[config.mk]
export PLATFORM = sky130hd
export DESIGN_NAME = stream_fifo
export DESIGN_NICKNAME = d
export VERILOG_FILES = /design/src/rtl/stream_fifo.sv
export SDC_FILE = /design/constraint.sdc
export NUM_CORES = 1
export LEC_CHECK = 0
export BUFFER_PORTS_ARGS = -buffer_cell sky130_fd_sc_hd__buf_4
export CORE_MARGIN = 2
export CORE_UTILIZATION = 47
export DETAILED_ROUTE_END_ITERATION = 7
export HOLD_SLACK_MARGIN = 0.1
export PLACE_DENSITY_LB_ADDON = 0.25
export SYNTH_ARGS = -nofsm -noshare
export SYNTH_HDL_FRONTEND = slang
export SYNTH_SLANG_ARGS = --single-unit
[constraint.sdc]
create_clock -name clk_in -period 6.1 [get_ports clk_in]
set_input_delay 0.305 -clock clk_in [delete_from_list [all_inputs] [get_ports clk_in]]
set_output_delay 0.305 -clock clk_in [all_outputs]
set_load 0.05 [all_outputs]
[src/rtl/stream_fifo.sv]
// First-word-fall-through FIFO with valid/ready on both sides.
// Occupancy alone decides full/empty; pointers wrap by natural overflow.
module stream_fifo #(
  parameter int BITS  = 16,
  parameter int DEPTH = 8
) (
  input  logic                     clk_in,
  input  logic                     rst_in,
  input  logic [BITS-1:0]          s_data_in,
  input  logic                     s_valid_in,
  output logic                     s_ready_out,
  output logic [BITS-1:0]          m_data_out,
  output logic                     m_valid_out,
  input  logic                     m_ready_in,
  output logic [$clog2(DEPTH):0]   count_out,
  output logic                     full_out,
  output logic                     empty_out
);

  localparam int AW = $clog2(DEPTH);
  localparam int CW = AW + 1;
  localparam logic [CW-1:0] FULL_CNT = CW'(DEPTH);

  logic [BITS-1:0] r_mem [DEPTH];
  logic [AW-1:0]   r_wr_ptr;
  logic [AW-1:0]   r_rd_ptr;
  logic [CW-1:0]   r_count;
  logic            r_live;

  logic            w_push;
  logic            w_pop;

  assign s_ready_out = r_live & (r_count != FULL_CNT);
  assign m_valid_out = (r_count != '0);
  assign m_data_out  = m_valid_out ? r_mem[r_rd_ptr] : '0;
  assign count_out   = r_count;
  assign full_out    = (r_count == FULL_CNT);
  assign empty_out   = (r_count == '0);

  assign w_push = s_valid_in & s_ready_out;
  assign w_pop  = m_valid_out & m_ready_in;

  // Storage is deliberately left out of reset; only pointers and count are cleared.
  always_ff @(posedge clk_in) begin
    if (rst_in && w_push) begin
      r_mem[r_wr_ptr] <= s_data_in;
    end
  end

  always_ff @(posedge clk_in) begin
    if (!rst_in) begin
      r_wr_ptr <= '0;
      r_rd_ptr <= '0;
      r_count  <= '0;
      r_live   <= 1'b0;
    end else begin
      r_live <= 1'b1;
      if (w_push) begin
        r_wr_ptr <= r_wr_ptr + 1'b1;
      end
      if (w_pop) begin
        r_rd_ptr <= r_rd_ptr + 1'b1;
      end
      if (w_push && !w_pop) begin
        r_count <= r_count + 1'b1;
      end else if (w_pop && !w_push) begin
        r_count <= r_count - 1'b1;
      end
    end
  end

endmodule
* After elaboration in Yosys (flattened, before gate mapping)
Memories as Yosys holds them, arrays and structs flattened. A register that Yosys moved wholly into a read port is not among the register bits.
Index checks and enable logic that the tools add are counted.
** Cells by class
- Magnitude comparators :: 0
- Muxes and demuxes :: 8
- $add $sub $neg :: 4
- Div/mod/pow operators :: 0
- Reductions and logical operators :: 8
- Multipliers :: 0
- Shifts and indexed selects :: 0
- Equality and inequality tests :: 2
- Bitwise gates (word level) :: 3
** Operator list (count)
- $mux 16 :: 1
- $mux 4 :: 2
- $add 3x1->3 const B :: 2
- $mux 3 :: 2
- $add 4x1->4 const B :: 1
- $eq 4x4->1 const B :: 1
- $logic_not 4->1 :: 1
- $ne 4x4->1 const B :: 1
- $reduce_bool 4->1 :: 1
- $sub 4x1->4 const B :: 1
- $and 1x1->1 :: 3
- $logic_and 1x1->1 :: 3
- $mux 1 :: 3
- $logic_not 1->1 :: 2
- $reduce_bool 2->1 :: 1
** Word-level totals
- Word-level logic and storage cells :: 30
- Memories kept :: 1
- Input bits :: 20
- Bits in writable memories :: 128
- Bits in latches :: 0
- Register bits :: 11
- Bits in read-only memories :: 0
** Memory list
- r_mem :: words 8, width 16, read ports 1, clocked after memory_dff 1, wr ports 1, line 24 : logic [BITS-1:0] r_mem [DEPTH];

* Depth between registers and ports, before layout
Gate-level depths: netlist of the first run.
- Word-level depth :: 7
- Depth in mapped cells :: 11
- Gate-level depth less buffers :: 11

* Least setup slack after synthesis of the first run
No wires, ideal clock.
- Kind :: reg2reg
- From :: register r_count[0], in the netlist count_out[0]
- To :: memory r_mem[0][0] (enable)
- Period minus slack after synthesis :: 3.327 ns
- Setup time :: 0.430 ns
- Stages on the path, launching flop included :: 5
- Data required time :: 5.670 ns
- Path slack :: 2.773 ns
- Arrival time :: 2.897 ns
- Buffers on the path :: 0
- Path through :: dfxtp_1 -> or4b_1 -> and2_4 -> nand2_8 -> nor4_1
** Between the ends
- Longest elaborated chain between the ends :: 6
** Ends and longest elaborated chain
- from (decl) :: line 27 : logic [CW-1:0] r_count;
- from (signal assigned) :: line 65 : r_count <= r_count + 1'b1;
- from (signal assigned) :: line 67 : r_count <= r_count - 1'b1;
- $ne 4x4->1 :: line 33 : assign s_ready_out = r_live & (r_count != FULL_CNT);
- $and 1x1->1 :: line 33
- named net s_ready_out :: line 11 : output logic s_ready_out,
- $and 1x1->1 :: line 40 : assign w_push = s_valid_in & s_ready_out;
- $logic_and 1x1->1 :: line 45 : if (rst_in && w_push) begin
- $mux 1 :: line 45
- $mux 1 (not written as such) :: line 46 : r_mem[r_wr_ptr] <= s_data_in;
- to (decl) :: line 24
The timed path passes the listed nets, and every way through them passes these cells.

* Final worst setup path of the first run
- From :: register r_count[1], in the netlist count_out[1]
- To :: register r_count[3], in the netlist count_out[3]
** Between the ends
- Longest elaborated chain between the ends :: 6
- Elaborated cells on any way between the ends :: 14
- Those cells by class :: add/sub: 2; eq/ne: 1; mux: 2; bitwise: 3; reduce/logical: 6
** Ends and longest elaborated chain
- $ne 4x4->1 * :: line 33
- $and 1x1->1 * :: line 33
- $and 1x1->1 * :: line 40
- named net w_push :: line 30 : logic w_push;
- $logic_not 1->1 :: line 66 : end else if (w_pop && !w_push) begin
- $logic_and 1x1->1 :: line 66
- $reduce_bool 2->1 (no source line)
Mark *: on every way through the listed nets, which the timed path passes. The rest lies on a longest branch. The select of a mux whose other input is x is not followed.
A chain may end at the register's enable or synchronous reset.

==> impl_results.md, run 1 <==
* Mapped Area at 5570 um^2
* Largest net degree at the start of global routing at 33
* Switching share of power at 30.8%
* Max VDD drop at 0.312 mV
* Die Ht at 113 um
* # rows at 39
* Antenna Violating Nets Remaining at 0
* Crit path max fanout at 6
* Seq/Total Area, Yosys at 74.1%
* First-pass GRT wire length at 15.9 mm
* Mux cell area share after synthesis at 16.4%
* Critical path class: flip-flop to flip-flop
* Place WS at 3.44 ns
* Period utilisation layout at 44.2%
* Post-synth ARST share at 0%
* Final setup viols at 0
* DR iter-0 viols at 141
* Synth Flop Type: edfxtp_1
* Fin. Hold Viols at 0
* CTS max path bufs at 2
* Worst-path clk slew at 0.05 ns
* Synth Area in XOR/XNOR at 0.787%
* Post-Syn Instances at 279
* P_sw at 0.868 mW
* DIE AREA at 12700 um^2
* Largest family of logic cells by synthesized area: multiplexers
* PD cells at 424 nW/um^2
* Antenna cells at 0
* Hold Buf Count CTS at 0
* Status: finished clean
* Area fraction in compound gates after synthesis at 0.652%
* Post-DP HPWL at 5.64 mm
* Synth top area cells: edfxtp_1 69%, mux4_2 13%, dfxtp_1 5.0%
* Internal power at 1.95 mW
* CTS tree: done
* Htree depth at 4
* Final max-slew violation count at 0
* Fill cells at 841
* Buf/Inv on CP at 2
* CP max-delay cell: or4b_1
* Post-CTS setup buffer count at 0
* Top-count cell post-synth: edfxtp_1
* Initial antenna violation count at 0
* Initial Util at 48.5%
* Total wire length at 9.84 mm
* Detailed Routing Iterations Pass 1 at 5
* Leading area contributor after synthesis: edfxtp_1
* Placeable core area at 11500 um^2
* Combinational power share at 27.3%
* Grt ovf at 0
* Synth cell count leaders: 128 x edfxtp_1, 32 x mux4_2, 19 x mux2i_1, 19 x nor2_1, 14 x dfxtp_1
* Syn Nets at 305
* Total I/O pin count at 44
* Root Driver: clkbuf_16
* Synth Area in Adders at 1.48%
* DRC viols at 0
* LEAKAGE at 2.22 nW
* Type of the tightest min-delay check: input port to flip-flop
* Yosys reg bits at 142
* Max stage delay on crit path at 0.58 ns
* Layout cells sized above 1 at 34.9%
* Most common cell on crit path: ha_1
* Yosys cell types at 36
* Layout area overhead at 19.7%
* CP Data Required Time at 6.44 ns
* Max-slew headroom at 57.2%
* Max Cap Viol at 0
* Clock Skew at 0.00499 ns
* Setup TNS at 0 ns
* GRT Util Overall at 17.1%
* CTS Buf Count at 17
* Clock Sinks at 142
* Final setup margin at 3.41 ns
* Crit path capture type: flip-flop
* Post-synth EDFFs at 128
* Post-CTS sizing at 0
* Synth Area in Simple Gates at 5.10%
* CP top delay family: simple AND/OR/NAND/NOR gates
* CP startpoint kind: flip-flop
* Vias in the first global route at 2906
* Shortest period the worst path allows at 2.69 ns
* Crit path DAT at 3.04 ns
* Wire per inst at 19.9 um
* Avg Cell Area, Syn at 20.0 um^2
* Crit path cell chain: or4b_1 -> and2_4 -> nand2_8 -> inv_4 -> ha_1 -> inv_1 -> ha_1 -> a21oi_1 -> a211oi_1 -> a31oi_1 -> mux2i_1
* Fmax at 0.371 GHz
* Worst skew pair latency at 0.41 ns
* Nets@finish at 365
* Worst Tran Pin Value at 0.639 ns
* Placer Congestion at 0.786
* Yosys synthesis warning count at 0
* Clock power frac at 33.4%
* Seq pwr share at 39.3%
* RSZ-0062 raised after global routing: no
* PortBufs at 43
* Vias per cell at 5.47
* Synth top area share at 69.0%
* Die Wd at 113 um
* Vias at 2706
power groups by stage:
| stage | sequential, mW | combinational, mW | clock, mW |
|---|---|---|---|
| 2_1_floorplan | 1.15 | 0.556 | 0 |
| 3_3_place_gp | 1.13 | 0.775 | 0 |
| 3_5_place_dp | 1.13 | 0.782 | 0 |
| 4_1_cts | 1.11 | 0.784 | 0.961 |
| 5_1_grt | 1.11 | 0.825 | 1.00 |
| 6_report | 1.11 | 0.770 | 0.943 |
state kept, by name, indices dropped and copies added (netlist names), named ones only:
register   flops
r_wr_ptr       3
count_out      4
r_mem        128
r_live         1
r_rd_ptr       3
per-stage QoR:
| stage | power (mW) | area (um^2) | cells | utilization, % | hold slack (ns) |
|---|---|---|---|---|---|
| CTS | 2.85 | 6660 | 495 | 58.1 | 0.103 |
| floorplan | 1.71 | 5570 | 279 | - | 0.333 |
| global placement | 1.90 | 6120 | 463 | 53.4 | 0.479 |
| finish | 2.82 | 6660 | 495 | 58.1 | 0.114 |
| detailed placement | 1.91 | 6120 | 463 | 53.4 | 0.480 |
| global route | 2.94 | 6660 | 495 | 58.1 | 0.115 |
cell type report:
cell class	count	area, um^2	area share (%)
clock buffers	21	440	6.61
clock inverters	11	98.8	1.48
inverters	4	17.5	0.263
multi-input cells	120	1400	21.0
flip-flops and latches	142	4130	61.9
well taps	143	179	2.69
repair buffers	54	405	6.08
final timing paths:
kind / start / to / slack (ns) / depth (start not counted)
max: count_out[1] / count_out[3] / 3.41 / 11
min: rst_in / r_live / 0.11 / 1
max reg2reg: count_out[1] / count_out[3] / 3.41 / 11
min reg2reg: r_rd_ptr[1] / flip-flop / 0.48 / 2
placed cells by master, fill, tap and decap left out, types with 2 or more instances in the layout:
master	netlist	layout
nor2_1	19	19
bufinv_16	0	2
clkbuf_16	0	17
clkinv_2	0	4
nor4_2	0	3
mux2i_1	19	19
mux4_2	32	32
clkinv_1	1	6
clkbuf_1	2	4
ha_1	5	5
nor3_2	0	4
and2_1	6	6
dfxtp_1	14	13
edfxtp_1	128	128
nand3_1	5	5
xnor2_1	4	4
inv_1	2	2
buf_4	4	54
nand2b_1	2	2
nand2_1	5	5
cell families (layout without fill, tap and decap cells):
logic type	after synthesis	count (layout)
buffers and inverters	17	90
adders and majority gates	6	6
AOI/OAI and AO/OA	6	6
DFF	142	142
xor gates and xnor gates	5	5
and+or+nand+nor	52	52
muxes	51	51
layer usage:
metal  track usage, %  vias to the layer above  part of all wire (%)
met2             27.6                       61                    51
met4             7.07                        0                   1.8
li1                 -                     1240                     -
met1             22.0                     1388                    43
met3             5.03                       17                   4.4
met5                0                        -                     0
No activity file was read; power rests on OpenSTA's default activity.
==> run 2: changes to the inputs <==
==> constraint.sdc (replaced) <==
create_clock -name clk_in -period 2.7 [get_ports clk_in]
set_input_delay 0.135 -clock clk_in [delete_from_list [all_inputs] [get_ports clk_in]]
set_output_delay 0.135 -clock clk_in [all_outputs]
set_load 0.05 [all_outputs]
==> run 2 against run 1 <==
Core utilization rose by 2.4 points. Power up 130%. Non-clock buffer count grew 21. Combinational power is 140% higher. Sequential power is 130% higher. Final area rose by 4.1%. Critical path type unchanged. Critical endpoint unchanged. Largest power group unchanged. Highest routed layer unchanged.
==> impl_results.md, run 2 (synthesized netlist as in run 1, its figures left out) <==
* Total I/O pin count at 44
* Shortest period the worst path allows at 2.54 ns
* Nets@finish at 386
* CP Data Required Time at 3.04 ns
* Htree depth at 4
* R2R depth at 11
* Hold Path Sink: r_rd_ptr[1]
* Post-place instance area at 6150 um^2
* Fmax at 0.394 GHz
* CTS Buf Count at 17
* Critical path class: flip-flop to flip-flop
* Type of the tightest min-delay check: flip-flop to flip-flop
* Place WS at 0.0719 ns
* Commonest non-fill, non-tap cells in the layout: 128 x edfxtp_1, 55 x buf_4, 32 x mux4_2
* Vias in the first global route at 2944
* Clock Sinks at 142
* Setup TNS at 0 ns
* Max-slew headroom at 51.2%
* Antenna Violating Nets Remaining at 0
* Largest register FFs at 128
* Worst r2r dst: count_out[3]
* Final setup margin at 0.163 ns
* DR iter-0 viols at 266
* Total power at 6.60 mW
* PortBufs at 43
* Max Cap Viol at 0
* Hold Worst Slack at 0.480 ns
* Largest net degree at the start of global routing at 33
* Worst Tran Pin Value at 0.727 ns
* Layout area overhead at 24.5%
* Initial Util at 48.5%
* DRC viols at 0
* Placer Congestion at 0.781
* DIE AREA at 12700 um^2
* Final setup viols at 0
* CTS tree: done
* Number of placed cells counting well taps at 464
* Final non-filler cell total at 516
* Layout cells sized above 1 at 36.7%
* GRT Util Overall at 17.4%
* Die Wd at 113 um
* LEAKAGE at 2.33 nW
* Root Driver: clkbuf_16
* Initial antenna violation count at 0
* Worst skew pair latency at 0.41 ns
* Post-route cell area at 6930 um^2
* CTS max path bufs at 2
* Commonest non-fill, non-tap cell in the layout: edfxtp_1
* Post-DP HPWL at 5.57 mm
* Crit path DAT at 2.88 ns
* Reg with most FFs: r_mem
* # rows at 39
* Detailed Routing Iterations Pass 1 at 4
* First-pass GRT wire length at 16.2 mm
* Die Ht at 113 um
* Grt ovf at 0
* Worst R2R Setup Slack at 0.16 ns
* PD cells at 951 nW/um^2
* Fin. Hold Viols at 0
* Placeable core area at 11500 um^2
* Wire per inst at 19.7 um
* Crit path max fanout at 6
* Vias per cell at 5.44
* Crit path capture type: flip-flop
* Status: finished clean
* Min-Delay Path Depth at 2
* Vias at 2807
* Period utilisation layout at 93.9%
* Max VDD drop at 0.743 mV
* Final max-slew violation count at 0
* RR Startpoint: count_out[1]
* Clock Skew at 0.00649 ns
* Worst-path clk slew at 0.06 ns
* Total wire length at 10.2 mm
* CP startpoint kind: flip-flop
* RSZ-0062 raised after global routing: no
* Antenna cells at 0
* Hold path startpoint: r_rd_ptr[1]
* Finished Core Util at 60.5%
## run 2: cell count changes in the layout (fill, tap and decap cells not counted), moves of 2 or more
cell           previous run  this run
clkbuf_1                  4         2
clkinv_1                  6         2
clkinv_2                  4         6
clkinvlp_4                0         2
dfxtp_1                  13        10
dfxtp_2                   1         4
dlygate4sd3_1             0        19
## run 2: critical path, cell delays in order (launching register included)
cell	delay, ns
dfxtp_2	0.35
or4b_4	0.55
and2_4	0.20
nand2_8	0.09
inv_4	0.05
ha_1	0.21
inv_2	0.09
ha_1	0.28
a21oi_2	0.18
a211oi_1	0.09
a31oi_1	0.19
mux2i_1	0.19
## run 2: how the worst max path moves through the flow
stage / cells past startpoint / slack (ns) / end / start
after floorplan: 4 / -0.63 / r_mem[0][0] / count_out[0]
after global placement: 11 / 0.15 / count_out[3] / count_out[1]
after detailed placement: 11 / 0.07 / count_out[3] / count_out[1]
after CTS: 5 / 0.04 / m_data_out[2] / count_out[0]
after global routing: 11 / 0.01 / count_out[3] / count_out[1]
final: 11 / 0.16 / count_out[3] / count_out[1]
## run 2: metal layers
layer / vias up / global-route usage [%] / part of all wire (%)
li1: 1276 / - / -
met1: 1439 / 22.6 / 44
met2: 74 / 27.8 / 50
met3: 18 / 4.23 / 3.9
met4: 0 / 8.62 / 2.3
met5: - / 0 / 0
## run 2: report_power, final
| part | total [mW] | internal [mW] | switching (mW) |
|---|---|---|---|
| combinational | 1.81 | 0.677 | 1.13 |
| sequential | 2.51 | 2.46 | 0.0501 |
| clock | 2.27 | 1.44 | 0.835 |
## run 2: final cells by class
type,instances,area (um^2)
well taps,143,179
fillers,845,4530
repair buffers,75,623
clock buffers,19,433
clock inverters,13,148
multi-input cells,120,1400
flip-flops and latches,142,4130
inverters,4,17.5
## run 2: repair_timing
| action | CTS | global route |
|---|---|---|
| buffers inserted | 0 | 1 |
| gates resized for setup | 0 | 4 |
| hold buffers | 19 | 0 |
| hold endpoints to repair | 142 | 0 |
| setup endpoints to repair | 0 | 2 |
==> run 3: changes to the inputs <==
==> constraint.sdc (replaced) <==
create_clock -name clk_in -period 2.7 [get_ports clk_in]
set_input_delay 0 -clock clk_in [delete_from_list [all_inputs] [get_ports clk_in]]
set_output_delay 0 -clock clk_in [all_outputs]
set_load 0.05 [all_outputs]
==> run 3 against run 2 <==
Setup slack got worse by 0.041 ns. Clock-buffer cell count decreased by 1. Final area increased by 0.78%. Largest cell class unchanged. Register-to-register slack got worse by 0.04 ns. Non-clock buffer count unchanged. Sequential power about the same. Routed wire length decreased by 0.85%. Via count increased by 0.50%. Critical endpoint unchanged. Clock power increased by 7%. Die area unchanged. Critical path type unchanged. Final cell count unchanged. First-iteration DRC count increased by 16%.
==> impl_results.md, run 3 (synthesized netlist as in run 1, its figures left out) <==
* Status: finished clean
* CTS max path bufs at 2
* Nets@finish at 386
* Vias in the first global route at 2932
* Commonest non-fill, non-tap cells in the layout: 128 x edfxtp_1, 55 x buf_4, 32 x mux4_2
* DR iter-0 viols at 308
* Top Layer Used: met4
* Vias at 2821
* Seq pwr share at 37.1%
* Placeable core area at 11500 um^2
* Largest register FFs at 128
* Met2 Wirelength at 4.94 mm
* Reg with most FFs: r_mem
* Routed met1 length at 4.42 mm
* Worst Tran Pin Value at 0.673 ns
* Die Ht at 113 um
* Die Wd at 113 um
* CP Data Required Time at 3.04 ns
* Period utilisation layout at 95.5%
* Max VDD drop at 0.642 mV
* Clock Sinks at 142
* Internal power at 4.76 mW
* Layout area overhead at 25.5%
* Final non-filler cell total at 516
* Critical path class: flip-flop to flip-flop
* Largest net degree at the start of global routing at 33
* Max-slew headroom at 54.8%
* WL met3 at 609 um
* Placer Congestion at 0.762
* Max Cap Viol at 0
* CP startpoint kind: flip-flop
* CP max-delay cell: or4b_1
* Htree depth at 4
* Antenna Violating Nets Remaining at 0
* Final max-slew violation count at 0
* CTS tree: done
* Wire per inst at 19.5 um
* DIE AREA at 12700 um^2
* Clock Skew at 0.00572 ns
* Detailed Routing Iterations Pass 1 at 4
* Combinational power share at 26.8%
* Antenna cells at 0
* PortBufs at 43
* Initial antenna violation count at 0
* # rows at 39
* Switching share of power at 29.6%
* Hold Worst Slack at 0.361 ns
* Initial Util at 48.5%
* First-pass GRT wire length at 16.0 mm
* Worst-path clk slew at 0.05 ns
* Crit path max fanout at 5
* GRT Util Overall at 17.4%
* Crit path capture type: flip-flop
* Total wire length at 10.1 mm
* RSZ-0062 raised after global routing: no
* Crit path cell chain: or4b_1 -> and2_4 -> nand2_8 -> inv_4 -> ha_1 -> inv_2 -> ha_4 -> a21oi_2 -> a211oi_1 -> a31oi_1 -> mux2i_1
* Number of placed cells counting well taps at 464
* Layout cells sized above 1 at 35.9%
* Grt ovf at 0
* LEAKAGE at 2.34 nW
* Fin. Hold Viols at 0
* Shortest period the worst path allows at 2.58 ns
* Post-place instance area at 6150 um^2
* Root Driver: clkbuf_16
* Post-DP HPWL at 5.50 mm
* Fmax at 0.388 GHz
* Total I/O pin count at 44
* Final setup viols at 0
* Clock power frac at 36.1%
* CTS Buf Count at 17
* Max stage delay on crit path at 0.55 ns
* PD cells at 968 nW/um^2
* Crit path DAT at 2.92 ns
* Commonest non-fill, non-tap cell in the layout: edfxtp_1
* Post-route cell area at 6990 um^2
* Vias per cell at 5.47
* Type of the tightest min-delay check: input port to flip-flop
* P_sw at 2.00 mW
* DRC viols at 0
* Worst skew pair latency at 0.41 ns
run 3: critical path: cells and delay by family (launching register included):
| family | cells | cell delay (ns) |
|---|---|---|
| AND/OR/NAND/NOR | 3 | 0.85 |
| AO/OA/AOI/OAI | 3 | 0.49 |
| adder cells (fa/ha/maj) | 2 | 0.43 |
| flip-flops | 1 | 0.37 |
| multiplexers | 1 | 0.20 |
| buffers and inverters | 2 | 0.16 |
run 3: metrics by stage:
stage	util [%]	TNS (ns)	power (mW)	setup slack, ns
floorplan	-	-32.60	3.87	-0.627
global placement	53.6	0	4.33	0.154
detailed placement	53.6	-0.00955	4.35	-0.00955
CTS	60.8	0	6.82	0.0167
global route	60.9	0	7.04	0.0165
finish	60.9	0	6.77	0.122
run 3: worst paths after layout:
check | slack [ns] | from | cells past startpoint | endpoint
max | 0.12 | count_out[2] | 11 | count_out[3]
max reg2reg | 0.12 | count_out[2] | 11 | count_out[3]
min | 0.36 | rst_in | 2 | r_live
min reg2reg | 0.48 | r_rd_ptr[1] | 2 | r_rd_ptr[1]
run 3: cell type report:
cell class	count	area, um^2
Tap cell	143	179
Fill cell	821	4480
Multi-Input combinational cell	120	1410
Clock buffer	18	429
Clock inverter	14	198
Timing Repair Buffer	75	623
Inverter	4	17.5
Sequential cell	142	4130
run 3: routing by layer:
metal	track usage, %	vias up
met3	5.95	12
met5	0	-
li1	-	1276
met4	5.77	0
met1	22.8	1458
met2	27.7	75
run 3: repair_timing:
item | CTS | global route
buffers inserted | 0 | 1
hold buffers | 19 | 0
setup endpoints to repair | 1 | 1
resized for setup | 1 | 2
endpoints found under the hold margin | 146 | 0
pin swaps | 0 | 1
run 3: power by group through the flow:
stage          sequential (mW)  clock (mW)  combinational, mW
2_1_floorplan             2.61           0               1.26
6_report                  2.51        2.44               1.81
4_1_cts                   2.51        2.49               1.82
5_1_grt                   2.52        2.58               1.94
3_3_place_gp              2.55           0               1.78
3_5_place_dp              2.56           0               1.79
